`src/rtl/kernel_pkg.sv`:
```
// Shared definitions for the mini_kernel core: instruction field layout,
// write-source and ALU encodings, FSM states and an instruction decoder.
package kernel_pkg;

  localparam int J_BIT     = 31;
  localparam int B_BIT     = 30;
  localparam int WE_BIT    = 29;
  localparam int WS_MSB    = 28;
  localparam int WS_LSB    = 27;
  localparam int ALU_MSB   = 26;
  localparam int ALU_LSB   = 23;
  localparam int RA1_MSB   = 22;
  localparam int RA1_LSB   = 18;
  localparam int RA2_MSB   = 17;
  localparam int RA2_LSB   = 13;
  localparam int WA_MSB    = 12;
  localparam int WA_LSB    = 8;
  localparam int CONST_MSB = 7;
  localparam int CONST_LSB = 0;

  typedef enum logic [1:0] {
    WS_CONST  = 2'b00,
    WS_IN_RAW = 2'b01,
    WS_ALU    = 2'b10,
    WS_IN_HS  = 2'b11
  } ws_e;

  typedef enum logic [3:0] {
    ALU_ADD  = 4'd0,
    ALU_SUB  = 4'd1,
    ALU_XOR  = 4'd2,
    ALU_OR   = 4'd3,
    ALU_AND  = 4'd4,
    ALU_SLL  = 4'd5,
    ALU_SRL  = 4'd6,
    ALU_SRA  = 4'd7,
    ALU_SLTS = 4'd8,
    ALU_SLTU = 4'd9,
    ALU_EQ   = 4'd10,
    ALU_NE   = 4'd11,
    ALU_LTS  = 4'd12,
    ALU_GES  = 4'd13,
    ALU_LTU  = 4'd14,
    ALU_GEU  = 4'd15
  } alu_op_e;

  typedef enum logic [1:0] {
    ST_FETCH   = 2'd0,
    ST_EXEC    = 2'd1,
    ST_WAIT_IN = 2'd2,
    ST_HALT    = 2'd3
  } state_e;

  typedef struct packed {
    logic       j;
    logic       b;
    logic       we;
    ws_e        ws;
    alu_op_e    alu_op;
    logic [4:0] ra1;
    logic [4:0] ra2;
    logic [4:0] wa;
    logic [7:0] imm;
  } instr_t;

  function automatic instr_t decode(input logic [31:0] w);
    instr_t d;
    d.j      = w[J_BIT];
    d.b      = w[B_BIT];
    d.we     = w[WE_BIT];
    d.ws     = ws_e'(w[WS_MSB:WS_LSB]);
    d.alu_op = alu_op_e'(w[ALU_MSB:ALU_LSB]);
    d.ra1    = w[RA1_MSB:RA1_LSB];
    d.ra2    = w[RA2_MSB:RA2_LSB];
    d.wa     = w[WA_MSB:WA_LSB];
    d.imm    = w[CONST_MSB:CONST_LSB];
    return d;
  endfunction

  // An unconditional jump by zero would spin forever, so it doubles as halt.
  function automatic logic is_halt(input instr_t i);
    return i.j && (i.imm == 8'd0);
  endfunction

endpackage

```
`src/rtl/kernel_rf.sv`:
```
// Register file: two asynchronous read ports, one synchronous write port.
// Index 0 and indices beyond REG_NUM read as zero and ignore writes.
module kernel_rf #(
  parameter int XLEN    = 32,
  parameter int REG_NUM = 32
) (
  input  logic              clk_i,
  input  logic              reset,
  input  logic [4:0]        ra1_i,
  input  logic [4:0]        ra2_i,
  output logic [XLEN-1:0]   rd1_o,
  output logic [XLEN-1:0]   rd2_o,
  input  logic              we_i,
  input  logic [4:0]        wa_i,
  input  logic [XLEN-1:0]   wd_i
);

  localparam int IW = (REG_NUM > 1) ? $clog2(REG_NUM) : 1;

  logic [XLEN-1:0] mem_q [REG_NUM];
  logic [XLEN-1:0] mem_d [REG_NUM];

  function automatic logic live_idx(input logic [4:0] idx);
    return (idx != 5'd0) && (int'(idx) < REG_NUM);
  endfunction

  assign rd1_o = live_idx(ra1_i) ? mem_q[ra1_i[IW-1:0]] : '0;
  assign rd2_o = live_idx(ra2_i) ? mem_q[ra2_i[IW-1:0]] : '0;

  always_comb begin
    mem_d = mem_q;
    if (we_i && live_idx(wa_i)) begin
      mem_d[wa_i[IW-1:0]] = wd_i;
    end
  end

  always_ff @(posedge clk_i) begin
    if (reset) begin
      for (int i = 0; i < REG_NUM; i++) begin
        mem_q[i] <= '0;
      end
    end else begin
      mem_q <= mem_d;
    end
  end

endmodule

```
`src/rtl/miriscv_alu.sv`:
```
// Combinational ALU: arithmetic/logic results plus a comparison flag used
// for conditional branches.
module miriscv_alu
  import kernel_pkg::*;
#(
  parameter int XLEN = 32
) (
  input  alu_op_e           operator_i,
  input  logic [XLEN-1:0]   operand_a_i,
  input  logic [XLEN-1:0]   operand_b_i,
  output logic [XLEN-1:0]   result_o,
  output logic              comparison_result_o
);

  localparam int SHW = $clog2(XLEN);

  logic [SHW-1:0] shamt;

  assign shamt = operand_b_i[SHW-1:0];

  always_comb begin
    result_o            = '0;
    comparison_result_o = 1'b0;
    case (operator_i)
      ALU_ADD:  result_o = operand_a_i + operand_b_i;
      ALU_SUB:  result_o = operand_a_i - operand_b_i;
      ALU_XOR:  result_o = operand_a_i ^ operand_b_i;
      ALU_OR:   result_o = operand_a_i | operand_b_i;
      ALU_AND:  result_o = operand_a_i & operand_b_i;
      ALU_SLL:  result_o = operand_a_i << shamt;
      ALU_SRL:  result_o = operand_a_i >> shamt;
      ALU_SRA:  result_o = $signed(operand_a_i) >>> shamt;
      ALU_SLTS: result_o = {{(XLEN-1){1'b0}}, $signed(operand_a_i) < $signed(operand_b_i)};
      ALU_SLTU: result_o = {{(XLEN-1){1'b0}}, operand_a_i < operand_b_i};
      ALU_EQ:   comparison_result_o = (operand_a_i == operand_b_i);
      ALU_NE:   comparison_result_o = (operand_a_i != operand_b_i);
      ALU_LTS:  comparison_result_o = ($signed(operand_a_i) < $signed(operand_b_i));
      ALU_GES:  comparison_result_o = ($signed(operand_a_i) >= $signed(operand_b_i));
      ALU_LTU:  comparison_result_o = (operand_a_i < operand_b_i);
      ALU_GEU:  comparison_result_o = (operand_a_i >= operand_b_i);
      default:  result_o = '0;
    endcase
    if (operator_i >= ALU_EQ) begin
      result_o = {{(XLEN-1){1'b0}}, comparison_result_o};
    end
  end

endmodule

```
`src/rtl/mini_kernel.sv`:
```
// Two-cycle-per-instruction teaching core: fetch from a combinational ROM,
// execute one register-transfer, optional blocking input handshake.
module mini_kernel
  import kernel_pkg::*;
#(
  parameter int XLEN    = 32,
  parameter int REG_NUM = 32,
  parameter int IMEM_AW = 10,
  parameter int IN_W    = 10,
  parameter int OUT_REG = 1
) (
  input  logic               clk_i,
  input  logic               reset,
  output logic [IMEM_AW-1:0] imem_addr_o,
  input  logic [31:0]        imem_rdata_i,
  input  logic [IN_W-1:0]    in_data_i,
  input  logic               in_valid_i,
  output logic               in_ready_o,
  output logic [XLEN-1:0]    out_data_o,
  output logic               out_valid_o,
  output logic               halted_o
);

  state_e             state_q, state_d;
  logic [IMEM_AW-1:0] pc_q, pc_d;
  logic [31:0]        ir_q, ir_d;
  logic [XLEN-1:0]    out_data_q, out_data_d;
  logic               out_valid_q, out_valid_d;

  instr_t             instr;
  logic [XLEN-1:0]    rd1, rd2, alu_res, wdata, imm_sext, in_zext;
  logic               alu_flag, wr_req, rf_we;
  logic [IMEM_AW-1:0] pc_offset;

  assign instr     = decode(ir_q);
  assign imm_sext  = XLEN'($signed(instr.imm));
  assign in_zext   = XLEN'(in_data_i);
  assign pc_offset = IMEM_AW'($signed(instr.imm));

  kernel_rf #(
    .XLEN    (XLEN),
    .REG_NUM (REG_NUM)
  ) u_rf (
    .clk_i (clk_i),
    .reset (reset),
    .ra1_i (instr.ra1),
    .ra2_i (instr.ra2),
    .rd1_o (rd1),
    .rd2_o (rd2),
    .we_i  (rf_we),
    .wa_i  (instr.wa),
    .wd_i  (wdata)
  );

  miriscv_alu #(
    .XLEN (XLEN)
  ) u_alu (
    .operator_i          (instr.alu_op),
    .operand_a_i         (rd1),
    .operand_b_i         (rd2),
    .result_o            (alu_res),
    .comparison_result_o (alu_flag)
  );

  // In WAIT_IN the held instruction still has WS=11, so this mux also
  // supplies the handshaked value.
  always_comb begin
    wdata = in_zext;
    case (instr.ws)
      WS_CONST:  wdata = imm_sext;
      WS_IN_RAW: wdata = in_zext;
      WS_ALU:    wdata = alu_res;
      default:   wdata = in_zext;
    endcase
  end

  always_comb begin
    state_d = state_q;
    pc_d    = pc_q;
    ir_d    = ir_q;
    wr_req  = 1'b0;
    case (state_q)
      ST_FETCH: begin
        ir_d    = imem_rdata_i;
        state_d = ST_EXEC;
      end
      ST_EXEC: begin
        if (is_halt(instr)) begin
          state_d = ST_HALT;
        end else if (instr.we && (instr.ws == WS_IN_HS)) begin
          state_d = ST_WAIT_IN;
        end else begin
          wr_req  = instr.we;
          state_d = ST_FETCH;
          if (instr.j || (instr.b && alu_flag)) begin
            pc_d = pc_q + pc_offset;
          end else begin
            pc_d = pc_q + IMEM_AW'(1);
          end
        end
      end
      ST_WAIT_IN: begin
        if (in_valid_i) begin
          wr_req  = 1'b1;
          pc_d    = pc_q + IMEM_AW'(1);
          state_d = ST_FETCH;
        end
      end
      default: state_d = ST_HALT;
    endcase
  end

  // Only writes that actually land in the register file may pulse the output.
  always_comb begin
    rf_we       = wr_req && (instr.wa != 5'd0) && (int'(instr.wa) < REG_NUM);
    out_valid_d = rf_we && (instr.wa == 5'(OUT_REG));
    out_data_d  = out_valid_d ? wdata : out_data_q;
  end

  always_ff @(posedge clk_i) begin
    if (reset) begin
      state_q     <= ST_FETCH;
      pc_q        <= '0;
      ir_q        <= '0;
      out_data_q  <= '0;
      out_valid_q <= 1'b0;
    end else begin
      state_q     <= state_d;
      pc_q        <= pc_d;
      ir_q        <= ir_d;
      out_data_q  <= out_data_d;
      out_valid_q <= out_valid_d;
    end
  end

  assign imem_addr_o = pc_q;
  assign in_ready_o  = (state_q == ST_WAIT_IN);
  assign halted_o    = (state_q == ST_HALT);
  assign out_data_o  = out_data_q;
  assign out_valid_o = out_valid_q;

endmodule

```
`config.mk`:
```
export PLATFORM = sky130hd
export DESIGN_NAME = mini_kernel
export DESIGN_NICKNAME = d
export VERILOG_FILES = /design/src/rtl/kernel_pkg.sv /design/src/rtl/kernel_rf.sv /design/src/rtl/miriscv_alu.sv /design/src/rtl/mini_kernel.sv
export SDC_FILE = /design/constraint.sdc
export NUM_CORES = 2
export LEC_CHECK = 0
export CAP_MARGIN = 20
export CORE_MARGIN = 2
export CORE_UTILIZATION = 40
export CTS_BUF_LIST = sky130_fd_sc_hd__clkbuf_8
export DETAILED_ROUTE_END_ITERATION = 8
export PLACE_DENSITY = 0.62
export SETUP_SLACK_MARGIN = 0.2
export SYNTH_ARGS = -nofsm -noshare
export SYNTH_HDL_FRONTEND = slang
export SYNTH_HIERARCHICAL = 1
export SYNTH_SLANG_ARGS = --single-unit
export TNS_END_PERCENT = 10
```
`constraint.sdc`:
```
create_clock -name clk_i -period 11.8 [get_ports clk_i]
set_input_delay 2.36 -clock clk_i [delete_from_list [all_inputs] [get_ports clk_i]]
set_output_delay 2.36 -clock clk_i [all_outputs]
set_load 0.05 [all_outputs]
```
; Word level (Yosys, flattened, before mapping)
; Cells that the tools add are included.
[word_totals]
reg_bits = 1101
latchBits = 0
ramBits = 0
romBits = 0
inputBits = 45
output_inout_bits = 45
memories = 0
[classes]
n_addsub = 4
n_mul = 0
div_mod_pow = 0
n_lt_le_gt_ge = 9
eq_ne = 26
shifts = 3
n_mux = 28
n_bitwise = 6
n_reduce_logical = 17
[op_table]
columns = operator, count
row1 = bitwise mux 1024 bit, 1
row2 = binary-select mux 32 bit (select 5 bit), 2
row3 = case mux 32 bit (10 select lines), 1
row4 = two-way mux 32 bit, 8
row5 = demux 32 bit (select 5 bit), 1
row6 = greater-or-equal comparator 32 bit, 2
row7 = < comparator 32 bit, 2
row8 = case mux 32 bit (2 select lines), 1
row9 = two-way mux 10 bit, 4
row10 = adder 32 bit, 1
row11 = bitwise AND 32 bit, 1
row12 = == test 32 bit, 1
row13 = "== test 4 bit, second input constant", 8
row14 = inequality test 32 bit, 1
row15 = bitwise OR 32 bit, 1
row16 = << shifter 32 x 5 -> 32 bit, 1
row17 = >> shifter 32 x 5 -> 32 bit, 1
row18 = >>> shifter 32 x 5 -> 32 bit, 1
row19 = subtractor 32 bit, 1
row20 = XOR 32 bit, 1
row21 = case mux 10 bit (2 select lines), 1
row22 = "greater-or-equal comparator 6 bit, second input constant", 3
row23 = NOT 5 -> 6 bit, 3
row24 = "== test 4 x 3 -> 1 bit, second input constant", 4
row25 = other kinds (23), 42

; Depth between registers and ports, before layout
[depth]
ltp_word = 13
ltp_mapped = 29
ltp_nobuf = 22

; By module
; Netlist, hierarchy kept.
[modules_own_cells]
columns = module, instances, cells_each, area_per_inst_um2
row1 = kernel_rf, 1, 5851, 51934.8
row2 = miriscv_alu, 1, 1319, 8953.6
row3 = mini_kernel, 1, 428, 3886.2

; Worst setup path before layout
; No wires, ideal clock.
[synth_path]
path_kind = register -> register
startpoint = reg ir_q[14] (netlist: instr[14])
endpoint = reg pc_q[5] (netlist: imem_addr_o[5])
arrival_time_ps = 5802
required_time_ps = 11669
setup_slack_ps = 5867
path_stages_with_launch = 28
path_buffers = 7
synth_period_minus_slack_ps = 5933
cell_sequence = dfxtp_1 > buf_6 > buf_6 > mux4_2 > mux2_2 > o21ai_1 > a311oi_1 > inv_1 > clkbuf_1 > clkbuf_1 > clkbuf_1 > ha_1 > buf_2 > nor3_1 > o31ai_1 > a21boi_0 > nor2_1 > o31a_1 > o21ai_2 > o21a_1 > o311ai_0 > a21boi_1 > a21oi_1 > nor2_1 > clkbuf_1 > nor2_1 > a211oi_1 > nor3_1
[synth_between]
elab_chain_len = 13
[synth_lines]
columns = item, line
row1 = from (decl), mini_kernel.sv:26  ; logic [31:0] ir_q, ir_d;
row2 = from (signal assigned), mini_kernel.sv:130  ; ir_q <= ir_d;
row3 = NOT 5 -> 6 bit (not written as such), kernel_rf.sv:28  ; assign rd2_o = live_idx(ra2_i) ? mem_q[ra2_i[IW-1:0]] : '0;
row4 = binary-select mux 32 bit (select 5 bit), kernel_rf.sv:28
row5 = two-way mux 32 bit (not written as such) (2 in a row), kernel_rf.sv:28
row6 = two-way mux 32 bit *, kernel_rf.sv:28
row7 = via rd2[2], mini_kernel.sv:31  ; logic [XLEN-1:0] rd1, rd2, alu_res, wdata, imm_sext, in_zext;
row8 = "greater-or-equal comparator 32 bit, or another cell as far along", miriscv_alu.sv:40  ; ALU_GEU: comparison_result_o = (operand_a_i >= operand_b_i);
row9 = case mux 1 bit (6 select lines) *, miriscv_alu.sv:24  ; case (operator_i)
row10 = via alu_flag, mini_kernel.sv:32  ; logic alu_flag, wr_req, rf_we;
row11 = logical AND 1 bit *, mini_kernel.sv:95  ; if (instr.j || (instr.b && alu_flag)) begin
row12 = logical OR 1 bit *, mini_kernel.sv:95
row13 = two-way mux 10 bit *, mini_kernel.sv:95
row14 = two-way mux 10 bit *, mini_kernel.sv:90  ; end else if (instr.we && (instr.ws == WS_IN_HS)) begin
row15 = two-way mux 10 bit *, mini_kernel.sv:88  ; if (is_halt(instr)) begin
row16 = case mux 10 bit (2 select lines) *, mini_kernel.sv:82  ; case (state_q)
row17 = to (signal assigned), mini_kernel.sv:129  ; pc_q <= pc_d;
row18 = to (decl), mini_kernel.sv:25  ; logic [IMEM_AW-1:0] pc_q, pc_d;
; The timed path passes the listed nets; every way through them passes the cells marked *. The select of a mux whose other input is x is not followed.
; A chain may end at the register's enable or synchronous reset.

; Worst setup path after layout
[layout_path]
startpoint = reg ir_q[13] (netlist: instr[13])
endpoint = reg pc_q[9] (netlist: imem_addr_o[9])
; Same word-level chain as after synthesis.

==> metrics.csv <==
stage,metric,value,unit
run_status,outcome,"complete, no violations",
synth,Post-synth EDFFs,0,
power_and_ir_drop,Tot Pwr,0.009702,W
floorplan,Initial Utilization,0.4029,
worst_setup_path,R2R depth,23,
floorplan,I/O Pins,90,
grt,global router's overall resource usage,0.3233,
synth,Synth area leader,dfxtp_1,
floorplan,FP Rows,147,
sta,Tmin final,8.572,ns
sta,hold slack final,0.4628,ns
sta,"Worst Setup Slack, final",3.229,ns
detailed_routing,DR vias/cell,6.347,
power_and_ir_drop,pwr dens,136.3,nW/um2
power_and_ir_drop,peak supply drop,0.00008428,V
power_and_ir_drop,net switching fraction of the power,0.3508,
placement,placed cell count,9322,
cells_and_area,fillcell total,15600,
floorplan,total core area,160800,um2
synth,synthesized area,64770,um2
cts,Clock Sink Count,1101,
cells_and_area,Final Non-Filler Cells,9673,
sta,relative slew slack,0.1145,
worst_setup_path,critical path startpoint category,flop,
placement,# port buffers,89,
cells_and_area,layout cells sized above 1,0.1590,
floorplan,Die Width,406.4,um
power_and_ir_drop,Leak,23.09,nW
sta,Tcrit/Tclk final,0.7264,
cells_and_area,Nets,7516,
power_and_ir_drop,sequential fraction of design power,0.390,
sta,final hold viol count,0,
cts,CTS tree,yes,
sta,unrepaired setup endpoints after global routing,no,
synth,top post-synthesis cells by area,"dfxtp_1 (34%), mux4_2 (17%), nand2_1 (12%)",
cells_and_area,Layout area overhead,9.913,%
power_and_ir_drop,clock network fraction of design power,0.374,
synth,Synth Flop Type,dfxtp_1,
worst_setup_path,Critical Path RT,12.65,ns
detailed_routing,drt drc,0,
flow_run,max cap viols,0,
sta,Final setup viols,0,
synth,Avg Inst Size Synth,8.525,um2
detailed_routing,drt first-iter violations,8898,
synth,Yosys reg bits,1101,
worst_setup_path,"Arr. time, crit path",9.42,ns
cts,clock slew at reported path FFs,0.06,ns
synth,syn_nets,7759,
cts,H-tree depth,4,
detailed_routing,WL per Instance,28.45,um
synth,yosys warns,6,
grt,antenna violations before repair,9,
cts,clk buf depth,3,
grt,gr ovfl total,0,
cts,Setup Buffers After CTS,0,
cts,clk_lat worst skew,0.96,ns
placement,pre-CTS setup slack,3.492,ns
worst_hold_path,worst hold path class,reg2reg,
worst_setup_path,CP endpoint kind,flop,
sta,Slew Limit Fails,0,
synth,"count leader, synth",nand2_1,
synth,post-synthesis sequential area ratio,0.3403,
detailed_routing,DRT Pass-1 Iters,9,
worst_setup_path,kind of critical path,reg2reg,
grt,largest net degree at the start of global routing,213,
power_and_ir_drop,Comb pwr share,0.236,
sta,clk_skew,0.08523,ns
floorplan,Die H,406.4,um
cts,CTS Hold Bufs,0,
worst_setup_path,"Max FO, Critical Path",40,
detailed_routing,Routed Antenna Nets,0,
synth,share of flip-flops with an asynchronous set or reset,0,
worst_setup_path,reg-to-reg setup timing slack,3.23,ns
sta,slew at the pin closest to its max-slew limit,1.320,ns
cts,post-cts resize count,0,
sta,Setup TNS,0,ns
synth,most frequent cells after synthesis,"nand2_1 (2154), a21oi_1 (1131), dfxtp_1 (1101)",
cts,CTS buffer count,186,
detailed_routing,routed vias,61390,
cts,CTS root buf,clkbuf_8,
power_and_ir_drop,Switching Power,0.003403,W
sta,maximum clock rate,0.1167,GHz
grt,first-pass GRT wire length,395000,um
detailed_routing,final WL,275200,um
placement,Routability Congestion,1.029,
worst_hold_path,Hold Path Stages,2,
synth,Synth top area share,0.3403,
synth,Mapped Cells,7598,
grt,vias in the first global route,57870,
floorplan,Total Die Area,165200,um2
placement,detailed placer's ending HPWL,173600,um
power_and_ir_drop,Internal,0.006299,W
synth,count of cell types in the netlist,101,
[cell families after synthesis]
logic type | synth area share
AND/OR/NAND/NOR | 0.1753
flip-flops | 0.3403
adder cells (fa/ha/maj) | 0.02275
multiplexers | 0.2203
buffers and inverters | 0.06133
XOR/XNOR | 0.001623
AO/OA/AOI/OAI | 0.1784
[stage by stage]
step	util	cell area, um2
floorplan	-	64770
global placement	0.4175	67110
detailed placement	0.4178	67160
CTS	0.4422	71090
global route	0.4428	71180
finish	0.4429	71200
[layout by cell type, fill, tap and decap left out, types with 13 or more instances in the layout]
master,count
o21bai_1,16
clkbuf_8,243
nor2_1,282
inv_1,158
a221o_1,16
a21oi_1,1131
a311oi_2,24
o21ai_1,104
a21o_1,44
a211oi_1,81
a311oi_1,36
buf_4,202
o31ai_1,19
nand3_1,36
nand2_1,2154
nor2_4,23
and2_1,14
clkdlybuf4s50_1,88
o2111ai_1,24
nor2b_1,112
nor3_1,42
dfxtp_1,1090
buf_12,13
mux2i_1,231
a22oi_1,73
o211ai_1,28
nor4_1,15
a31oi_1,19
o21ai_0,106
mux4_2,495
clkinv_2,16
a221oi_1,73
mux2_2,72
a211o_1,15
ha_1,112
[metal layers]
layer	GRT usage	vias up	part of all wire
li1	-	26540	-
met1	0.4028	29840	0.37
met2	0.4750	4061	0.42
met3	0.09679	946	0.13
met4	0.2324	6	0.083
met5	0	-	0.00017
[power groups by stage]
stage,Clock (W),Combinational [W],Sequential (W)
after floorplan,0,0.00139,0.00383
after global placement,0,0.00218,0.00386
after detailed placement,0,0.00218,0.00386
after CTS,0.00366,0.00219,0.00378
after global routing,0.00383,0.00234,0.00378
final,0.00363,0.00229,0.00378
[area by class of cell]
type,count,area (um2),share of cell area
multi-input combinational,5651,39330,0.5524
sequential,1101,22070,0.3100
clock buffer,243,3344,0.04698
timing repair buffer,309,2751,0.03865
tap,2160,2703,0.03796
clock inverter,94,579.3,0.008137
inverter,106,400.4,0.005624
antenna,9,22.52,0.0003163
[worst paths after layout]
path                                      from                            to
setup reg to reg        instr[13]$_SDFFE_PP0P_   imem_addr_o[9]$_SDFFE_PP0P_
hold reg to reg   u_rf/mem_q[822]$_SDFFE_PP0P_  u_rf/mem_q[822]$_SDFFE_PP0P_
hold / removal    u_rf/mem_q[822]$_SDFFE_PP0P_  u_rf/mem_q[822]$_SDFFE_PP0P_
setup / recovery        instr[13]$_SDFFE_PP0P_   imem_addr_o[9]$_SDFFE_PP0P_
[worst max-delay path: stages, from the launching register on]
cell and delay [ns]:
dfxtp_4 0.61, buf_4 0.82, nor2_4 0.25, buf_4 0.34
a221oi_1 0.33, o21ai_1 0.16, a311oi_4 0.28, buf_4 0.50
clkinv_1 0.73, ha_1 0.66, nor2_1 0.14, o31ai_1 0.14
a21boi_0 0.31, nor2_1 0.16, o31a_1 0.34, o21ai_2 0.25
o21a_1 0.19, o311ai_0 0.15, a21boi_1 0.39, a21oi_1 0.21
nor2_1 0.75, o2111ai_1 0.30, a21o_1 0.25, a21oi_1 0.12
[registers in the layout, summed over array words and instances, names as in the netlist]
name	count
imem_addr_o	10
instr	32
out_data_o	32
out_valid_o	1
state_q	2
u_rf/mem_q	1024
Power figures use the tool's default switching activity.
